[config.mk]
export PLATFORM = sky130hd
export DESIGN_NAME = tabela_tiros
export DESIGN_NICKNAME = d
export VERILOG_FILES = /design/src/rtl/tabela_tiros.sv
export SDC_FILE = /design/constraint.sdc
export NUM_CORES = 1
export LEC_CHECK = 0
export CORE_AREA = 2 2 149 151
export CTS_CLUSTER_SIZE = 24
export DETAILED_ROUTE_END_ITERATION = 7
export DIE_AREA = 0 0 151 153
export MAX_ROUTING_LAYER = met4
export PLACE_DENSITY = 0.89
export SLEW_MARGIN = 30
export SYNTH_ARGS = -nofsm -noshare
export SYNTH_HDL_FRONTEND = slang
export SYNTH_SLANG_ARGS = --single-unit
[constraint.sdc]
create_clock -name clk -period 3.3 [get_ports clk]
set_input_delay 0.495 -clock clk [delete_from_list [all_inputs] [get_ports clk]]
set_output_delay 0.495 -clock clk [all_outputs]
set_load 0.01 [all_outputs]
[src/rtl/tabela_tiros.sv]
// Shot table: valid bitmap, lowest-free allocation with ack/nack, release, in-place update, registered read, sequential scan.
// Defining TABELA_TIROS_OCUPACAO_EN adds a registered valid-slot counter on ocupacao; otherwise ocupacao is tied to 0.
module tabela_tiros #(
   parameter int DATA_W = 10,
   parameter int DEPTH  = 16,
   parameter int AW     = 4
) (
   input  logic              clk,
   input  logic              reset,
   input  logic              aloca_req,
   input  logic [DATA_W-1:0] aloca_dado,
   output logic              aloca_ack,
   output logic              aloca_nack,
   output logic [AW-1:0]     aloca_idx,
   output logic              cheio,
   input  logic              libera,
   input  logic [AW-1:0]     libera_idx,
   input  logic              wr_en,
   input  logic [AW-1:0]     wr_addr,
   input  logic [DATA_W-1:0] wr_data,
   input  logic [AW-1:0]     rd_addr,
   output logic [DATA_W-1:0] rd_data,
   output logic              rd_valid,
   input  logic              varre_inicio,
   output logic              varre_ocupado,
   output logic              varre_valido,
   output logic [AW-1:0]     varre_idx,
   output logic [DATA_W-1:0] varre_dado,
   output logic              varre_fim,
   output logic [AW:0]       ocupacao
);
   typedef enum logic [1:0] {OCIOSO, VARRE, FIM} estado_t;

   logic [DATA_W-1:0] ram_q [DEPTH];
   logic [DEPTH-1:0]  valid_q, valid_d;
   logic [AW-1:0]     rd_addr_q;
   logic              ack_q, nack_q;
   logic [AW-1:0]     aloca_idx_q;
   logic [AW-1:0]     livre_idx;
   logic              aloca_ok, wr_ok, libera_ok;

   estado_t           estado_q, estado_d;
   logic [AW-1:0]     ptr_q, ptr_d, vidx_q, vidx_d;
   logic [DATA_W-1:0] vdado_q, vdado_d;
   logic              vval_q, vval_d, vocup_q, vocup_d, vfim_q, vfim_d;

   assign cheio     = &valid_q;
   assign aloca_ok  = aloca_req & ~cheio;
   assign wr_ok     = wr_en & valid_q[wr_addr];
   assign libera_ok = libera & valid_q[libera_idx];

   // Downward walk so the lowest free index is the last one written.
   always_comb begin
      livre_idx = '0;
      for (int i = DEPTH - 1; i >= 0; i--) begin
         if (!valid_q[i]) livre_idx = AW'(i);
      end
   end

   always_comb begin
      valid_d = valid_q;
      if (libera_ok) valid_d[libera_idx] = 1'b0;
      if (aloca_ok)  valid_d[livre_idx]  = 1'b1;
   end

   // Data array has no reset; an allocated slot and an updated slot can never coincide.
   always_ff @(posedge clk) begin
      if (aloca_ok) ram_q[livre_idx] <= aloca_dado;
      if (wr_ok)    ram_q[wr_addr]   <= wr_data;
   end

   always_ff @(posedge clk or posedge reset) begin
      if (reset) begin
         valid_q     <= '0;
         rd_addr_q   <= '0;
         ack_q       <= 1'b0;
         nack_q      <= 1'b0;
         aloca_idx_q <= '0;
      end else begin
         valid_q   <= valid_d;
         rd_addr_q <= rd_addr;
         ack_q     <= aloca_ok;
         nack_q    <= aloca_req & cheio;
         if (aloca_ok) aloca_idx_q <= livre_idx;
      end
   end

   assign aloca_ack  = ack_q;
   assign aloca_nack = nack_q;
   assign aloca_idx  = aloca_idx_q;
   assign rd_data    = ram_q[rd_addr_q];
   assign rd_valid   = valid_q[rd_addr_q];

   always_ff @(posedge clk or posedge reset) begin
      if (reset) begin
         estado_q <= OCIOSO;
         ptr_q    <= '0;
         vidx_q   <= '0;
         vdado_q  <= '0;
         vval_q   <= 1'b0;
         vocup_q  <= 1'b0;
         vfim_q   <= 1'b0;
      end else begin
         estado_q <= estado_d;
         ptr_q    <= ptr_d;
         vidx_q   <= vidx_d;
         vdado_q  <= vdado_d;
         vval_q   <= vval_d;
         vocup_q  <= vocup_d;
         vfim_q   <= vfim_d;
      end
   end

   always_comb begin
      estado_d = estado_q;
      ptr_d    = ptr_q;
      vidx_d   = vidx_q;
      vdado_d  = vdado_q;
      vval_d   = vval_q;
      vocup_d  = vocup_q;
      vfim_d   = 1'b0;
      unique case (estado_q)
         OCIOSO: begin
            if (varre_inicio) begin
               estado_d = VARRE;
               ptr_d    = '0;
               vocup_d  = 1'b1;
            end
         end
         VARRE: begin
            vidx_d  = ptr_q;
            vdado_d = ram_q[ptr_q];
            vval_d  = valid_q[ptr_q];
            ptr_d   = ptr_q + 1'b1;
            if (ptr_q == AW'(DEPTH - 1)) estado_d = FIM;
         end
         FIM: begin
            vfim_d   = 1'b1;
            vval_d   = 1'b0;
            vocup_d  = 1'b0;
            estado_d = OCIOSO;
         end
         default: estado_d = OCIOSO;
      endcase
   end

   assign varre_ocupado = vocup_q;
   assign varre_valido  = vval_q;
   assign varre_idx     = vidx_q;
   assign varre_dado    = vdado_q;
   assign varre_fim     = vfim_q;

`ifdef TABELA_TIROS_OCUPACAO_EN
   logic [AW:0] ocup_q;

   // A granted slot is always free, so a same-cycle alloc and release never hit the same slot.
   always_ff @(posedge clk or posedge reset) begin
      if (reset) begin
         ocup_q <= '0;
      end else if (aloca_ok && !libera_ok) begin
         ocup_q <= ocup_q + 1'b1;
      end else if (libera_ok && !aloca_ok) begin
         ocup_q <= ocup_q - 1'b1;
      end
   end

   assign ocupacao = ocup_q;
`else
   assign ocupacao = '0;
`endif

endmodule

==> results by group, run 1 <==
Outcome
  • Status: complete, no violations

Finish
  • Fin util: 0.672
  • # diodes: 0
  • Share of cells above drive strength 1: 0.446
  • Layout area overhead: 14.8%
  • Multi-input gate area: 6010 um2
  • Number of fill cells: 1357
  • Area occupied by registers: 6040 um2
  • NumNets Final: 919

Timing
  • Worst-Margin Slew: about 1.0 ns
  • Fin crit period: 3.23 ns
  • Period utilization: 0.979
  • Setup-failing EPs final: 0
  • Final Skew: ~0.006 ns
  • Slew margin rel.: 0.334
  • Fmax: between 300 and 400 MHz
  • Final Hold Vio Count: 0
  • Setup repair after global routing missed its margin: true
  • Worst Setup Slack, final: 0.0697 ns
  • Slew Viols, Final: 0

Clock tree
  • H-tree level count: 1
  • Worst-Skew Late Latency: 0.52 ns
  • Clk sinks: 209
  • Clock buffer depth: 3
  • Root Driver: clkbuf_16
  • TritonCTS clock tree: done
  • Clock transition at path regs: about 0.060 ns
  • CTS Buf Count: 23

Power
  • Standby leakage power: 5.10 nW
  • P per Cell Area: roughly 720 nW/um2
  • Tot Pwr: 10.4 mW
  • Max IR drop VDD: 0.000413 V

Floorplanning
  • Core ar.: 21500 um2
  • I/O Pins: 78
  • Die area: 23100 um2
  • Die Span Y: 153 um
  • Initial Util: 0.585
  • Core Rows: 54
  • Die Wd: 151 um

Placed design
  • Pre-CTS WS: 0.343 ns
  • HPWL after detailed placement: 22.0 mm
  • Placer Congestion: 0.899
  • Count of port buffers added during placement: 72

Global routing
  • Vias in the first global route: 8281
  • GRT Total Usage: 0.315
  • Largest net degree at the start of global routing: 50
  • Global routing usage on met1: 0.416
  • Global-route met3 utilization: 0.0669
  • First-pass GRT wire length: 51.7 mm
  • Grt peak-use layer: met2
  • Antenna violations before repair: 0
  • Routing usage on met2: 0.477
  • GRT overflow: 0

Yosys
  • Cell variety after synth: between 50 and 60
  • Post-synth design cell area: 12600 um2
  • Top_reg_cell synth: edfxtp_1
  • Avg Cell Area, Syn: ~16 um2
  • Commonest cells in the synthesized netlist: edfxtp_1 (160), mux2_2 (123), mux4_2 (104)
  • Synth top area share: 0.382
  • FFs w/ async S/R, synth: 0.234
  • Synth warn: 0
  • Synth area leaders: edfxtp_1 (38%), mux4_2 (19%), mux2_2 (11%)
  • Gate Count Post-Synth: just over 800
  • EDFF count, synth: 160
  • Cell taking the most area after synthesis: edfxtp_1
  • Sequential area share after synthesis: 0.480
  • #FFs+latches synth: 209
  • Count leader, synth: edfxtp_1

Route
  • TritonRoute pass-1 iters: 5
  • Vias per cell: slightly above 7
  • Routed len/inst: 29.7 um
  • Routed WL: 34.9 mm
  • 1st-iter DRT viols: between 1000 and 1500
  • ANT nets after route: 0
  • Vias: 8379
  • Residual DRC count: 0

Setup path
  • Crit path DAT: 2.74 ns
  • Crit start category: flip-flop
  • Worst EP required: around 2.8 ns
  • CP Max Fanout: 13
  • FF-to-FF Start: valid_q[11]
  • Crit. End Element: output port
  • R2r worst-path depth: 5
  • Crit Path Category: flip-flop to output port
  • Crit path from: rd_addr_q[0]

Run
  • Total of max-cap violations: 0

Hold path
  • Hold Crit Class: primary input to asynchronous set/reset pin
==> final cells by class <==
cell class	instances	area share
Inverter	20	0.00537
Sequential cell	209	0.418
Tap cell	280	0.0243
Clock buffer	28	0.0412
Clock inverter	14	0.0133
Multi-Input combinational cell	500	0.416
Timing Repair Buffer	123	0.0816
==> flip-flops by register name (all words and copies together) (netlist names), 2 cells and up <==
signal	count
varre_dado	10
ptr_q	4
estado_q	2
rd_addr_q	4
valid_q	16
aloca_idx	4
ram_q	160
varre_idx	4
==> cell families (layout without fill, tap and decap cells) <==
kind of cell	Yosys count	after routing	share of synthesized area
compound gates	95	95	0.0475
fa+ha+maj	4	4	0.00398
buf+inv	103	185	0.0445
flops	209	209	0.480
mux	299	299	0.381
other cells	1	5	0.000298
simple gates	97	97	0.0435
==> critical path, stage by stage, from the launching register on <==
cell	delay (ns)
dfrtp_2	0.44
buf_12	0.19
mux4_2	0.55
mux4_2	0.53
clkdlybuf4s50_1	0.50
==> path summary, 6_finish.rpt <==
| kind | endpoint | slack (ns) |
|---|---|---|
| max | rd_data[9] | 0.07 |
| min | estado_q[1] | 0.43 |
| max reg2reg | ram_q[4][3] | 0.41 |
| min reg2reg | varre_idx[2] | 0.50 |
| max in group asynchronous | rd_addr_q[0] | 2.42 |
| min in group clk | rd_addr_q[1] | 0.46 |
==> timing repair <==
action | 4_1_cts | 5_1_grt
hold buffers | 0 | 0
setup buffers | 1 | 0
endpoints found under the hold margin | 0 | 0
gates resized for setup | 0 | 0
setup endpoints to repair | 11 | 1
==> cells in the final DEF (no fill, tap or decap), types with 6 or more instances in the layout <==
cell,Yosys,final
a21oi_1,8,8
a22oi_1,10,10
and2_4,9,9
buf_12,2,6
buf_4,12,45
clkbuf_16,0,23
clkdlybuf4s50_1,0,72
dfrtp_1,49,45
edfxtp_1,160,160
inv_1,20,19
mux2_2,123,123
mux2_4,67,67
mux4_2,104,104
nand2_1,27,27
nand2b_1,8,8
nand3_1,7,7
nand4_1,7,7
nor2_1,12,12
nor2b_1,7,7
o21ai_0,43,36
o21ai_1,0,6
o21bai_1,9,7
==> routing by layer <==
metal | up-vias | share of wire
met2 | 650 | 0.48
met1 | 4249 | 0.35
met5 | - | 0
met3 | 115 | 0.12
met4 | 0 | 0.047
li1 | 3365 | -
==> through the flow <==
step | std cells | area [um2] | setup TNS (ns) | hold slack (ns)
finish | 1174 | 14400 | 0 | 0.428
global route | 1174 | 14400 | -0.00735 | 0.443
CTS | 1174 | 14400 | 0 | 0.448
detailed placement | 1131 | 13600 | 0 | 0.498
global placement | 1131 | 13600 | 0 | 0.490
floorplan | 812 | 12600 | 0 | 0.505
==> power by group <==
group	leakage [nW]	total [mW]	internal (mW)	switching, mW
Combinational	2.70	3.85	1.89	1.96
Sequential	2.03	3.86	3.42	0.440
Clock	0.372	2.70	1.61	1.09
Total	5.10	10.4	6.92	3.49
No activity file was read; power rests on OpenSTA's default activity.
==> run 2: changes to the inputs <==
--- a/config.mk
+++ b/config.mk
@@ -6,12 +6,14 @@
 export NUM_CORES = 1
 export LEC_CHECK = 0
 export CORE_AREA = 2 2 149 151
+export CTS_BUF_LIST = sky130_fd_sc_hd__clkbuf_2 sky130_fd_sc_hd__clkbuf_4 sky130_fd_sc_hd__clkbuf_8
 export CTS_CLUSTER_SIZE = 24
 export DETAILED_ROUTE_END_ITERATION = 7
 export DIE_AREA = 0 0 151 153
 export MAX_ROUTING_LAYER = met4
-export PLACE_DENSITY = 0.89
+export PLACE_DENSITY_LB_ADDON = 0.12
 export SLEW_MARGIN = 30
 export SYNTH_ARGS = -nofsm -noshare
 export SYNTH_HDL_FRONTEND = slang
 export SYNTH_SLANG_ARGS = --single-unit
+export TNS_END_PERCENT = 30
==> run 2 against run 1 <==
Final area grew 0.23%. Setup slack gained 0.060 ns. Cell count grew 1.6%. Worst hold slack lost 0.18 ns. Wire length grew 0.76%. Largest power group unchanged. Highest routed layer unchanged.
==> results by group, run 2 (synthesis gave the netlist of run 1 again) <==
Timing
  • Final Hold Vio Count: 0
  • Worst Setup Slack, final: 0.130 ns
  • Worst-Margin Slew: 0.847 ns
  • Slew margin rel.: 0.431
  • Setup TNS: 0 ns
  • Fmax: ~320 MHz
  • Period utilization: 0.961
  • Slew Viols, Final: 0
  • Fin crit period: 3.17 ns
  • Hold_ws: 0.253 ns
  • Final Skew: about 0.014 ns
  • Setup-failing EPs final: 0
  • Setup repair after global routing missed its margin: false

Setup path
  • Crit path DAT: around 2.7 ns
  • Crit Path Category: flip-flop to output port
  • CP Max Fanout: 22
  • Crit. End Element: output port
  • Worst EP required: 2.80 ns
  • Crit start category: flip-flop

Finish
  • Largest Register: ram_q
  • # diodes: 0
  • Max FFs per register: 160
  • Most common cell after layout, fill and taps aside: edfxtp_1
  • Most frequent cells in the layout: edfxtp_1 (160), mux2_2 (123), mux4_2 (104)
  • Share of cells above drive strength 1: 0.470
  • NumNets Final: 926
  • Layout area overhead: 15.1%

Route
  • Highest metal used: met4
  • Met2 WL: 17.6 mm
  • Vias: 8195
  • Vias per cell: 6.87
  • Residual DRC count: 0
  • ANT nets after route: 0
  • Wl on met1: 13.5 mm
  • TritonRoute pass-1 iters: 7
  • Routed len/inst: around 29 um
  • Metal3 WL: 2.84 mm
  • 1st-iter DRT viols: 910
  • Routed WL: about 35 mm

Global routing
  • First-pass GRT wire length: 53.6 mm
  • Vias in the first global route: 8462
  • Antenna violations before repair: 0
  • GRT overflow: 0
  • Largest net degree at the start of global routing: 45
  • GRT Total Usage: 0.325

Clock tree
  • Clk sinks: 209
  • Hold-fix buffers, CTS: 0
  • Worst-Skew Late Latency: 0.54 ns
  • Clock buffer depth: 3
  • TritonCTS clock tree: done
  • Clock transition at path regs: 0.07 ns
  • CTS Buf Count: 37
  • H-tree level count: 2
  • Root Driver: clkbuf_8

Floorplanning
  • Initial Util: 0.585
  • Die Wd: 151 um
  • Core Rows: 54
  • I/O Pins: 78
  • Core ar.: about 21000 um2
  • Die area: 23100 um2
  • Die Span Y: 153 um

Placed design
  • Pre-CTS WS: 0.284 ns
  • HPWL after detailed placement: 23.1 mm
  • Count of port buffers added during placement: 72
  • Placer Congestion: 0.901

Outcome
  • Status: complete, no violations

Power
  • Max IR drop VDD: 0.000457 V
  • Standby leakage power: a little over 5 nW
  • Tot Pwr: 10.4 mW
  • P per Cell Area: between 700 and 800 nW/um2

Hold path
  • Hold Crit Class: primary input to asynchronous set/reset pin

Run
  • Total of max-cap violations: 0
run 2: cell types whose count changed in the layout (fill, tap and decap cells not counted), moves of 3 or more:
cell and change:
clkbuf_1 -5, clkinv_1 -3, clkinv_2 +4, dlygate4sd2_1 +11
clkbuf_4 +14, o21bai_1 -3, bufinv_16 -3, o21bai_2 +3
buf_4 -10, clkbuf_16 -23, clkbuf_8 +47, clkdlybuf4s50_1 -11
run 2: path summary, 6_finish.rpt:
check	to	cells after the start	startpoint	slack, ns
max in group asynchronous	ptr_q[0]	3	reset	2.18
min reg2reg	varre_idx[1]	1	varre_idx[1]	0.51
min in group clk	rd_addr_q[1]	1	rd_addr[1]	0.39
max	rd_data[6]	5	rd_addr_q[0]	0.13
min	varre_dado[1]	2	reset	0.25
max reg2reg	ram_q[13][3]	8	valid_q[11]	0.33
run 2: metal layers:
| metal | up-vias | GRT usage |
|---|---|---|
| li1 | 3374 | - |
| met1 | 4215 | 0.438 |
| met2 | 505 | 0.514 |
| met3 | 101 | 0.0451 |
| met4 | 0 | 0.112 |
| met5 | - | - |
run 2: timing repair:
action / 4_1_cts / 5_1_grt
gates resized for setup: 13 / 0
buffers inserted: 2 / 0
setup endpoints to repair: 11 / 0
run 2: worst max-delay path, stage by stage, from the launching register on:
cell and delay, ns:
dfrtp_2 0.42, buf_4 0.16, buf_16 0.22, mux4_2 0.54
mux4_2 0.50, dlygate4sd2_1 0.31
run 2: layout make-up:
class                   instances  area (um2)
clock buffers                  61         752
clock inverters                 7        61.3
fillers                      1479        7020
inverters                      20        75.1
multi-input cells             500        6020
flip-flops and latches        209        6040
well taps                     280         350
repair buffers                116        1180
run 2: stage by stage:
step | instance area [um2] | instances | util
6_report | 14500 | 1193 | 0.673
3_3_place_gp | 13600 | 1121 | 0.631
5_1_grt | 14500 | 1193 | 0.673
4_1_cts | 14500 | 1193 | 0.673
2_1_floorplan | 12600 | 812 | -
3_5_place_dp | 13600 | 1121 | 0.632
run 2: report_power, final:
part / leakage (nW) / switching [mW] / total (mW) / internal [mW]
sequential: 2.03 / 0.535 / 3.95 / 3.42
clock: 0.434 / 1.11 / 2.62 / 1.52
combinational: 2.72 / 1.91 / 3.80 / 1.89
